`src/rtl/phi_state2serial_if.sv`:
```
// Handshake/bus bundle for the phase-vector serial transmitter.
// The master drives the frame request and snapshot; the slave returns the serial stream.
interface phi_state2serial_if #(
  parameter int unsigned WIDTH = 60
);
  logic             start;
  logic [0:WIDTH-1] phi_in;
  logic             data_out;
  logic             sout_valid;
  logic             frame_start;
  logic             busy;
  logic             done;

  modport master (
    output start, phi_in,
    input  data_out, sout_valid, frame_start, busy, done
  );

  modport slave (
    input  start, phi_in,
    output data_out, sout_valid, frame_start, busy, done
  );
endinterface

```
`src/rtl/phi_state2serial.sv`:
```
// Serialises a captured 60-bit phase snapshot as: sync bit, data bits (index 0 first),
// optional even-parity bit, then a one-cycle done pulse. Outputs are registered from state.
module phi_state2serial #(
  parameter int unsigned WIDTH     = 60,
  parameter bit          PARITY_EN = 1'b1,
  parameter int unsigned CNT_W     = 6
) (
  input  logic               sclk,
  input  logic               re,
  phi_state2serial_if.slave  bus
);

  localparam logic [CNT_W-1:0] LAST = CNT_W'(WIDTH - 1);

  if ((64'd1 << CNT_W) < 64'(WIDTH)) begin : g_cnt_check
    $error("CNT_W too narrow for WIDTH");
  end

  typedef enum logic [2:0] {
    S_IDLE,
    S_SYNC,
    S_SHIFT,
    S_PARITY,
    S_DONE
  } state_t;

  state_t           state, state_n;
  logic [0:WIDTH-1] shadow, shadow_n;
  logic [CNT_W-1:0] cnt, cnt_n;
  logic             par, par_n;

  logic data_q, valid_q, fs_q, busy_q, done_q;
  logic data_n, valid_n, fs_n, busy_n, done_n;

  // State and datapath registers
  always_ff @(posedge sclk or posedge re) begin
    if (re) begin
      state  <= S_IDLE;
      shadow <= '0;
      cnt    <= '0;
      par    <= 1'b0;
    end else begin
      state  <= state_n;
      shadow <= shadow_n;
      cnt    <= cnt_n;
      par    <= par_n;
    end
  end

  // Next state, datapath update and decoded outputs for the current state
  always_comb begin
    state_n  = state;
    shadow_n = shadow;
    cnt_n    = cnt;
    par_n    = par;
    data_n   = 1'b0;
    valid_n  = 1'b0;
    fs_n     = 1'b0;
    busy_n   = 1'b0;
    done_n   = 1'b0;

    case (state)
      S_IDLE: begin
        if (bus.start) begin
          shadow_n = bus.phi_in;
          cnt_n    = '0;
          par_n    = 1'b0;
          state_n  = S_SYNC;
        end
      end
      S_SYNC: begin
        data_n  = 1'b1;
        valid_n = 1'b1;
        fs_n    = 1'b1;
        busy_n  = 1'b1;
        state_n = S_SHIFT;
      end
      S_SHIFT: begin
        data_n  = shadow[cnt];
        valid_n = 1'b1;
        busy_n  = 1'b1;
        par_n   = par ^ shadow[cnt];
        if (cnt == LAST) begin
          cnt_n   = '0;
          state_n = PARITY_EN ? S_PARITY : S_DONE;
        end else begin
          cnt_n = cnt + CNT_W'(1);
        end
      end
      S_PARITY: begin
        // accumulator already holds the XOR of all data bits
        data_n  = par;
        valid_n = 1'b1;
        busy_n  = 1'b1;
        state_n = S_DONE;
      end
      S_DONE: begin
        done_n  = 1'b1;
        state_n = S_IDLE;
      end
      default: state_n = S_IDLE;
    endcase
  end

  // Output registers: one cycle behind the state they decode
  always_ff @(posedge sclk or posedge re) begin
    if (re) begin
      data_q  <= 1'b0;
      valid_q <= 1'b0;
      fs_q    <= 1'b0;
      busy_q  <= 1'b0;
      done_q  <= 1'b0;
    end else begin
      data_q  <= data_n;
      valid_q <= valid_n;
      fs_q    <= fs_n;
      busy_q  <= busy_n;
      done_q  <= done_n;
    end
  end

  assign bus.data_out    = data_q;
  assign bus.sout_valid  = valid_q;
  assign bus.frame_start = fs_q;
  assign bus.busy        = busy_q;
  assign bus.done        = done_q;

endmodule

```
`src/flat_wrapper.sv`:
```
// flat-port wrapper written by rule: the top's interface ports become plain ports
module phi_state2serial_flat 
#(
  parameter int unsigned WIDTH     = 60,
  parameter bit          PARITY_EN = 1'b1,
  parameter int unsigned CNT_W     = 6
)
  (sclk, re, bus_start, bus_phi_in, bus_data_out, bus_sout_valid, bus_frame_start, bus_busy, bus_done);
  phi_state2serial_if #(.WIDTH(WIDTH)) bus_i ();
  input  logic sclk;
  input  logic re;
  input wire logic [$bits(bus_i.start)-1:0] bus_start;
  input wire logic [$bits(bus_i.phi_in)-1:0] bus_phi_in;
  output wire logic [$bits(bus_i.data_out)-1:0] bus_data_out;
  output wire logic [$bits(bus_i.sout_valid)-1:0] bus_sout_valid;
  output wire logic [$bits(bus_i.frame_start)-1:0] bus_frame_start;
  output wire logic [$bits(bus_i.busy)-1:0] bus_busy;
  output wire logic [$bits(bus_i.done)-1:0] bus_done;
  assign bus_i.start = bus_start;
  assign bus_i.phi_in = bus_phi_in;
  assign bus_data_out = bus_i.data_out;
  assign bus_sout_valid = bus_i.sout_valid;
  assign bus_frame_start = bus_i.frame_start;
  assign bus_busy = bus_i.busy;
  assign bus_done = bus_i.done;
  phi_state2serial #(.WIDTH(WIDTH), .PARITY_EN(PARITY_EN), .CNT_W(CNT_W)) u_core (.sclk(sclk), .re(re), .bus(bus_i));
endmodule
```
`config.mk`:
```
export PLATFORM = sky130hd
export DESIGN_NAME = phi_state2serial_flat
export DESIGN_NICKNAME = d
export VERILOG_FILES = /design/src/rtl/phi_state2serial_if.sv /design/src/rtl/phi_state2serial.sv /design/src/flat_wrapper.sv
export SDC_FILE = /design/constraint.sdc
export NUM_CORES = 1
export LEC_CHECK = 0
export ABC_AREA = 1
export CAP_MARGIN = 10
export CORE_ASPECT_RATIO = 1.1
export CORE_MARGIN = 1
export CORE_UTILIZATION = 40
export CTS_BUF_LIST = sky130_fd_sc_hd__clkbuf_8 sky130_fd_sc_hd__clkbuf_16
export DETAILED_ROUTE_END_ITERATION = 10
export GPL_TIMING_DRIVEN = 0
export PLACE_DENSITY_LB_ADDON = 0.3
export SETUP_SLACK_MARGIN = 0.2
export SLEW_MARGIN = 20
export SYNTH_ARGS = -nofsm -noshare
export SYNTH_HDL_FRONTEND = slang
export SYNTH_SLANG_ARGS = --single-unit
export TNS_END_PERCENT = 50
```
`constraint.sdc`:
```
create_clock -name sclk -period 3.4 [get_ports sclk]
set_clock_uncertainty 0.05 [all_clocks]
set_input_delay 1.02 -clock sclk [delete_from_list [all_inputs] [get_ports sclk]]
set_output_delay 1.02 -clock sclk [all_outputs]
set_load 0.005 [all_outputs]
```
; Word-level counts from Yosys, hierarchy flattened
; Index checks and enable logic that the tools add are counted.
[word_totals]
ff_bits = 74
latchBits = 0
mem_bits_rw = 0
mem_bits_ro = 0
input_bits = 63
out_inout_bits = 5
elab_cells = 40
n_memories = 0
[op_classes]
add_sub_neg = 1
multipliers = 0
div_mod_pow = 0
order_cmp = 1
eq_ne = 7
shift = 0
n_mux = 15
n_bitwise = 2
reduce_logical = 6
[ops]
columns = op, n
row1 = $mux 6, 2
row2 = $pmux 3 s4, 1
row3 = $pmux 6 s2, 1
row4 = $ge 7x7->1 const B, 1
row5 = $not 6->7, 1
row6 = $add 6x1->6 const B, 1
row7 = $bmux 1 s6, 1
row8 = $eq 3x2->1 const B, 2
row9 = $eq 6x6->1 const B, 1
row10 = $mux 1, 6
row11 = $mux 3, 2
row12 = $reduce_and 2->1, 3
row13 = $eq 3x1->1 const B, 1
row14 = $eq 3x3->1 const B, 1
row15 = $logic_not 3->1, 1
row16 = $pmux 1 s3, 1
row17 = $reduce_or 3->1, 1
row18 = $ne 2x1->1 const B, 1
row19 = $ne 2x2->1 const B, 1
row20 = $pmux 1 s2, 1
row21 = $reduce_bool 2->1, 1
row22 = $xor 1x1->1, 1

; Depth between registers and ports, before layout
; Gate-level depths: netlist (run 1).
[logic_depth]
ltp_word = 6
mapped_depth = 14
ltp_nobuf = 12

; Least setup slack after synthesis (run 1)
; OpenSTA, ideal clock, no wires.
[synth_timing]
path_kind = input port to flip-flop
from = in bus_start
to = reg u_core.shadow[33] (netlist name)
setup_ns = 0.116
arrival_ns = 1.716
t_required_ns = 3.234
slack_ns = 1.518
path_stages = 6
path_buffers = 1
cell_sequence = inv_1 nor2_4 clkinv_1 buf_2 nand2_1 nand2_1
[synth_between]
elab_chain_cells = 1
[synth_lines]
columns = element, line_no
row1 = from (decl), flat_wrapper.sv:12  ; input wire logic [$bits(bus_i.start)-1:0] bus_start;
row2 = $reduce_and 2->1 (no line), --
row3 = to (signal assigned), phi_state2serial.sv:44  ; shadow <= shadow_n;
row4 = to (decl), phi_state2serial.sv:28  ; logic [0:WIDTH-1] shadow, shadow_n;
; No other way between the ends.
; A chain may end at the register's enable or synchronous reset.

==> impl_results.md, run 1 <==
- Status: finished clean
- Iter 0 DRT Violations: 144
- CTS tree: built
- IO Port Bufs: 67
- Main synth FF type: dfrtp_1
- Cts bufs inserted: 9
- Nets: 610
- Area grow syn2layout: 28.3%
- Wire length per cell: 12.8 µm
- Final worst-path setup slack: 1050 ps
- Final hold vios: 0
- CP Class: register to output pin
- Tmin final: 2350 ps
- Via density: 4.70
- Diode count: 0
- All-Layer GR Usage: 20.2%
- Via count: 3114
- Core Box Area: 0.00854 mm²
- Clock Latency Late Sink: 350 ps
- R2R Setup Slk: 1620 ps
- Worst Path Buf+Inv: 2
- Max-cap violations: 0
- Critical-path top delay cell: clkdlybuf4s50_1
- Hold Buf Count CTS: 0
- Most frequent cells in the layout: nand2_1, dfrtp_1, clkdlybuf4s50_1
- Initial core utilization: 42.2%
- Clk sinks: 74
- Worst slack, placed: 722 ps
- Highest Clock Rate: 426 MHz
- Pre-antenna DRT Iters: 4
- GRT busiest layer: met2
- Layout cells sized above 1: 8.89%
- GRT met2 Usage: 33.8%
- Normalized max-slew margin: 75.8%
- Max Slew Vio Count: 0
- R2R Path Start: u_core.cnt[0]
- Register area share after synthesis: 51.4%
- Reg2Reg Depth: 13
- HPWL after DPL: 6100 µm
- Vias in the first global route: 3243
- R2R Path End: u_core.par
- IO Pins: 68
- Row count: 35
- Initial antenna violation count: 0
- WP data arrival: 1280 ps
- Critical Path End: bus_sout_valid
- Clock Root Buffer: clkbuf_8
- H-tree Lvls: 3
- Critical Path RT: 2330 ps
- Ys Warns: 0
- Top delay family on crit path: buffers and inverters
- IR Drop Worst-Case VDD: 0.349 mV
- Lkg Pwr: 2.30 nW
- Largest net degree at the start of global routing: 58
- Total power: 3.85 mW
- PwrDens: 835 mW/mm²
- Hold WS: 425 ps
- Worst Path Max Fanout: 2
- Post-synthesis register bit count: 74
- DRC Markers: 0
- Commonest non-fill, non-tap cell in the layout: nand2_1
- Worst min path class: register to register
- EDFF count, synth: 0
- Critical Path End Type: output pin
- Die Area: 0.00938 mm²
- Tightest Pin Transition: 363 ps
- Cells after Synth: 467
- Yosys cell types: 26
- Cell Area, Synth: 0.00360 mm²
- Clk slew on worst S/H paths: 80 ps
- DRT Wirelength: 8500 µm
- Post_cts resized: 0
- Slowest cell delay on critical path: 430 ps
- CP Launch Type: register
- Mean Syn Cell Area: 7.71 µm²
- Worst-path cell chain: buf_4, clkdlybuf4s50_1
- Global-route met1 utilization: 25.9%
- Die W: 92.5 µm
- Fin util: 54.1%
- First-pass GRT wire length: 14600 µm
- Levels on crit path: 2
- Share of flip-flops with an asynchronous set or reset: 100%
- Syn Nets: 531
- Grt ovf: 0
- GR Util met3: 3.38%
- Crit path launch: u_core.bus.busy
- Longest Clk Path Bufs: 2
- Setup bufs post-CTS: 0
- Detail Route Antenna Nets: 0
- GPL Wtd Cong: 0.858
- Final setup fails: 0
- RSZ-0062 raised after global routing: no
- Die Span Y: 101 µm
- Final period utilization: 69.0%
[cell usage after synthesis (2+ instances only)]
master / instances / area (µm²)
buf_2: 7 / 35.0
buf_6: 4 / 45.0
nand3_2: 2 / 20.0
nor2_2: 2 / 12.5
nor3_1: 2 / 10.0
o21ai_0: 37 / 185
dfrtp_1: 74 / 1850
nor2_1: 22 / 82.6
nor4_1: 2 / 12.5
nor2_4: 3 / 33.8
nand2_2: 2 / 12.5
nand3_1: 39 / 195
o21ai_1: 3 / 15.0
a21oi_1: 8 / 40.0
inv_2: 4 / 15.0
nand2_1: 186 / 698
clkbuf_1: 3 / 11.3
o211ai_1: 2 / 15.0
buf_4: 9 / 67.6
inv_1: 50 / 188
[stage by stage]
step | cell area, µm² | cells | setup TNS [ps]
after global placement | 4410 | 645 | -51290
final | 4620 | 662 | 0
after CTS | 4620 | 662 | 0
after detailed placement | 4440 | 646 | 0
after global routing | 4620 | 662 | 0
after floorplan | 3600 | 467 | 0
[final cells by class]
| class | instances | area [µm²] |
|---|---|---|
| Tap cell | 111 | 139 |
| Multi-Input combinational cell | 314 | 1380 |
| Timing Repair Buffer | 68 | 698 |
| Inverter | 56 | 215 |
| Clock inverter | 7 | 55.1 |
| Fill cell | 846 | 3920 |
| Clock buffer | 9 | 124 |
| Sequential cell | 74 | 1850 |
| Buffer | 23 | 159 |
[worst reg2reg max path, stage by stage (launching register included)]
cell     delay [ps]
dfrtp_1         390
buf_6           170
buf_4           190
nor2_1           60
nor2_1          170
nand2_1          90
nand3_1          70
nand3_1          80
nand2_1          90
nand3_2          80
nand2_2          80
nand2_2          50
nand2_1          60
nand2_1          40
[flip-flops by register name (all words and copies together) (netlist names)]
register	count
u_core.shadow	60
u_core.cnt	6
u_core.state	3
u_core.bus.busy	1
u_core.bus.data_out	1
u_core.bus.done	1
u_core.bus.frame_start	1
u_core.par	1
[worst min path at each step]
stage	from	endpoint	cells past startpoint
finish	u_core.shadow[57]	u_core.shadow[57]	2
floorplan	u_core.shadow[12]	u_core.shadow[12]	2
global placement	u_core.shadow[28]	u_core.shadow[28]	2
detailed placement	u_core.shadow[30]	u_core.shadow[30]	2
CTS	u_core.shadow[30]	u_core.shadow[30]	2
global route	u_core.shadow[30]	u_core.shadow[30]	2
[kinds of logic after synthesis]
logic type	synth area share (%)
AND/OR/NAND/NOR	30.8
adder cells (fa/ha/maj)	0.348
flip-flops	51.4
AO/OA/AOI/OAI	7.09
buffers and inverters	10.3
[report_power, final]
part	switching (mW)	internal (mW)
registers	0.180	1.28
logic	1.07	0.678
clock network	0.318	0.326
[metal layers]
layer / wire length [µm] / up-vias
li1: - / 1594
met1: 4000 / 1430
met2: 4010 / 77
met3: 316 / 13
met4: 176 / 0
met5: 0 / -
Power figures use the tool's default switching activity.
==> run 2: changes to the inputs <==
- clock period: 3.4 -> 2.45 ns (I/O delays scaled with it)
==> run 2 against run 1 <==
Net effect: register-to-register slack lost 950 ps; setup slack lost 660 ps; die area is the same; hold slack lost 4.1 ps; utilization grew 0.38 points; count of clock-buffer cells in the layout grew 2; final cell count grew 0.15%; design area grew 0.70%; critical path depth is the same; total power grew 40%; clock power grew 47%; critical endpoint unchanged; largest cell class unchanged.
==> impl_results.md, run 2 (synthesized netlist as in run 1, its figures left out) <==
- All-Layer GR Usage: 19.5%
- Instance area at placement: 0.00445 mm²
- Diode count: 0
- Vias in the first global route: 3093
- Clock Latency Late Sink: 350 ps
- WP data arrival: 1270 ps
- Highest Clock Rate: 486 MHz
- Commonest non-fill, non-tap cell in the layout: nand2_1
- Slowest cell delay on critical path: 430 ps
- Worst min path class: register to register
- Largest net degree at the start of global routing: 37
- Area grow syn2layout: 29.2%
- Final period utilization: 84.0%
- PwrDens: 1160 mW/mm²
- Die Area: 0.00938 mm²
- IR Drop Worst-Case VDD: 0.496 mV
- Most frequent cells in the layout: nand2_1, dfrtp_1, clkdlybuf4s50_1
- Normalized max-slew margin: 74.7%
- Row count: 35
- Registers with the most flip-flops: u_core.shadow x60, u_core.cnt x6, u_core.state x3
- Status: finished clean
- Cts bufs inserted: 9
- Post_cts resized: 0
- IO Port Bufs: 67
- Lkg Pwr: 2.31 nW
- Critical-path top delay cell: clkdlybuf4s50_1
- Top delay family on crit path: buffers and inverters
- Critical Path RT: 1660 ps
- Clk sinks: 74
- Core Box Area: 0.00854 mm²
- Layout cells sized above 1: 9.24%
- Most flops, register: u_core.shadow
- Setup bufs post-CTS: 0
- DRC Markers: 0
- Nets: 611
- Initial core utilization: 42.2%
- Worst Path Buf+Inv: 2
- Die W: 92.5 µm
- RSZ-0062 raised after global routing: no
- CTS tree: built
- Grt ovf: 0
- HPWL after DPL: 6110 µm
- Max-cap violations: 0
- Final setup fails: 0
- First-pass GRT wire length: 14100 µm
- DRT Wirelength: 8350 µm
- CP Class: register to output pin
- Tightest Pin Transition: 379 ps
- H-tree Lvls: 3
- Largest register FFs: 60
- Post-route cell area: 0.00465 mm²
- Longest Clk Path Bufs: 2
- Clk slew on worst S/H paths: 70 ps
- Final hold vios: 0
- Pre-antenna DRT Iters: 4
- Initial antenna violation count: 0
- Max Slew Vio Count: 0
- Worst Path Max Fanout: 2
- Wire length per cell: 12.6 µm
- Iter 0 DRT Violations: 164
- Worst-path cell chain: buf_4, clkdlybuf4s50_1
- Fin util: 54.5%
- CP Launch Type: register
- Tmin final: 2060 ps
- Detail Route Antenna Nets: 0
- Critical Path End Type: output pin
- Via count: 3082
- Via density: 4.65
- GPL Wtd Cong: 0.885
- Hold Buf Count CTS: 0
- IO Pins: 68
- Die Span Y: 101 µm
- Clock Root Buffer: clkbuf_8
-- run 2: changes by cell type in the layout (fill, tap and decap cells not counted) --
cell,before,now
inv_1,53,52
buf_16,1,0
clkinv_2,2,1
inv_4,2,1
buf_12,0,2
clkbuf_8,9,11
clkinvlp_4,0,1
-- run 2: metal layers --
metal	track usage, %	vias up	routed length, µm
met5	0	-	0
met4	9.50	0	158
met3	3.98	13	356
met2	31.9	78	3980
met1	25.0	1389	3850
li1	-	1602	-
-- run 2: report_power, final --
| part | total [mW] | internal, mW | switching (mW) |
|---|---|---|---|
| clock | 0.946 | 0.514 | 0.432 |
| combinational | 2.42 | 0.944 | 1.48 |
| sequential | 2.02 | 1.78 | 0.242 |
-- run 2: path summary, 6_finish.rpt --
check                           depth (start not counted)              start                end  slack [ps]
worst max-delay path                                    2    u_core.bus.busy     bus_sout_valid         390
worst min-delay path                                    2  u_core.shadow[30]  u_core.shadow[30]         420
worst max register to register                         13      u_core.cnt[0]         u_core.par         670
worst min register to register                          2  u_core.shadow[30]  u_core.shadow[30]         420
max in group asynchronous                               4                 re  u_core.shadow[34]         990
min in group asynchronous                               2                 re  u_core.shadow[52]         660
-- run 2: cell type report --
type	count	area, µm²
Clock inverter	5	46.3
Buffer	23	159
Sequential cell	74	1850
Tap cell	111	139
Inverter	56	216
Fill cell	833	3890
Timing Repair Buffer	69	711
Multi-Input combinational cell	314	1380
Clock buffer	11	151
-- run 2: per-stage QoR --
| step | setup WS [ps] | total power, mW | setup TNS, ps | std cells | hold WS, ps |
|---|---|---|---|---|---|
| detailed placement | 54.4 | 4.47 | 0 | 647 | 413 |
| global placement | -3.72 | 4.38 | -69.6 | 645 | 408 |
| CTS | 370 | 5.43 | 0 | 663 | 424 |
| floorplan | 839 | 3.75 | 0 | 467 | 392 |
| finish | 391 | 5.39 | 0 | 663 | 421 |
| global route | 327 | 5.87 | 0 | 663 | 446 |
-- run 2: tightest hold or removal path, delay by kind of cell, from the launching register on --
| kind | cells | cell delay [ps] |
|---|---|---|
| flops | 1 | 340 |
| simple gates | 2 | 100 |
==> run 3: changes to the inputs <==
- clock period: 2.45 -> 1.8 ns (I/O delays scaled with it)
==> run 3 against run 2 <==
Net effect: first-iteration DRC count grew 8.5%; combinational power grew 53%; sequential cell count is the same; routed wire length grew 4.6%; final cell count grew 1.2%; hold slack is essentially flat; setup slack lost 290 ps; design area grew 4.0%; via count grew 2.6%; total power grew 44%.
==> impl_results.md, run 3 (synthesized netlist as in run 1, its figures left out) <==
- Status: finished clean
- Worst min path class: register to register
- Commonest non-fill, non-tap cell in the layout: nand2_1
- Lkg Pwr: 2.41 nW
- Detail Route Antenna Nets: 0
- Hold Crit Start: u_core.shadow[30]
- Grt ovf: 0
- Hold Crit Depth: 2
- Seq. cell area: 0.00185 mm²
- Longest Clk Path Bufs: 2
- Critical Path RT: 1990 ps
- Max Slew Vio Count: 0
- Initial core utilization: 42.2%
- Row count: 35
- HPWL after DPL: 6110 µm
- Clock Latency Late Sink: 350 ps
- Die Span Y: 101 µm
- Cts bufs inserted: 9
- R2R Setup Slk: 100 ps
- DRC Markers: 0
- Tmin final: 1700 ps
- First-pass GRT wire length: 14100 µm
- CTS tree: built
- Largest net degree at the start of global routing: 37
- Highest Clock Rate: 589 MHz
- Die W: 92.5 µm
- CP Launch Type: register
- Final period utilization: 94.3%
- Clk slew on worst S/H paths: 70 ps
- Final worst-path setup slack: 102 ps
- GPL Wtd Cong: 0.885
- WP data arrival: 1890 ps
- Largest register FFs: 60
- Wire length per cell: 13.0 µm
- R2R Path End: u_core.par
- Fin util: 56.6%
- IO Pins: 68
- Initial antenna violation count: 0
- # fillers: 814
- DP Cell Count: 647
- Worst slack, placed: -401 ps
- Critical Path End Type: register
- IR Drop Worst-Case VDD: 0.676 mV
- Final hold vios: 0
- Crit path launch: u_core.cnt[0]
- Via density: 4.71
- Hold Path End: u_core.shadow[30]
- Diode count: 0
- Normalized max-slew margin: 74.7%
- Final std cells w/o fill: 671
- IO Port Bufs: 67
- Clock Root Buffer: clkbuf_8
- Core Box Area: 0.00854 mm²
- RSZ-0062 raised after global routing: yes
- TNS Setup: 0 ps
- Pre-antenna DRT Iters: 4
- Registers with the most flip-flops: u_core.shadow x60, u_core.cnt x6, u_core.state x3
- Vias in the first global route: 3096
- Die Area: 0.00938 mm²
- Worst Path Max Fanout: 10
- All-Layer GR Usage: 19.6%
- Hold Buf Count CTS: 0
- Most flops, register: u_core.shadow
- Max-cap violations: 0
- Nets: 619
- Via count: 3163
- Layout cells sized above 1: 12.9%
- Area grow syn2layout: 34.3%
- Most frequent cells in the layout: nand2_1, dfrtp_1, clkdlybuf4s50_1
- Post-route cell area: 0.00484 mm²
- R2R Path Start: u_core.cnt[0]
- Final setup fails: 0
- Iter 0 DRT Violations: 178
- PwrDens: 1610 mW/mm²
- Clk sinks: 74
- H-tree Lvls: 3
- DRT Wirelength: 8730 µm
- Instance area at placement: 0.00445 mm²
- Tightest Pin Transition: 379 ps
- Multi-input gate area: 0.00141 mm²
- CP Class: register to register
- Reg2Reg Depth: 13
run 3: worst max path at each step:
stage                        endpoint  slack, ps  cells past startpoint
floorplan                  u_core.par        330                     12
global placement    u_core.shadow[44]       -460                      2
detailed placement   u_core.shadow[4]       -400                      6
CTS                        u_core.par         70                     13
global route               u_core.par        -20                     13
finish                     u_core.par        100                     13
run 3: metal layers:
metal	vias to the layer above	part of all wire, %	GRT usage (%)
met5	-	0	0
met4	0	1.3	8.89
met3	10	5.8	3.98
met2	87	49	32.2
met1	1443	44	25.1
li1	1623	-	-
run 3: repair_timing:
action                                 4_1_cts  5_1_grt
setup endpoints to repair                   67       68
buffers inserted                             1        4
resized for setup                           10       29
endpoints found under the hold margin        0        0
pin swaps                                    1        6
gates cloned                                 0        3
run 3: metrics by stage:
step                total power [mW]  hold WS (ps)
detailed placement              6.08           413
global route                    8.42           446
global placement                5.97           408
finish                          7.77           421
CTS                             7.43           424
floorplan                       5.10           392
run 3: worst max-delay path: stages (launching register included):
cell and delay, ps:
dfrtp_1 420, buf_6 180, inv_8 60, buf_8 150, nand2_1 60, nand3_1 70
nand3_1 80, nand3_1 90, nand2_1 80, nand3_1 90, nand2_2 100, nand2_2 60
nand2_1 50, nand2_1 40
run 3: where the power goes:
part	switching, mW	leakage, nW	internal, mW
combinational	2.15	1.38	1.56
sequential	0.333	0.924	2.42
clock	0.597	0.113	0.699
run 3: final cells by class:
cell class | instances | share of cell area (%)
Clock buffer | 11 | 3.13
Sequential cell | 74 | 38.3
Buffer | 23 | 4.14
Multi-Input combinational cell | 314 | 29.2
Inverter | 56 | 4.71
Timing Repair Buffer | 77 | 16.7
Tap cell | 111 | 2.87
Clock inverter | 5 | 0.957
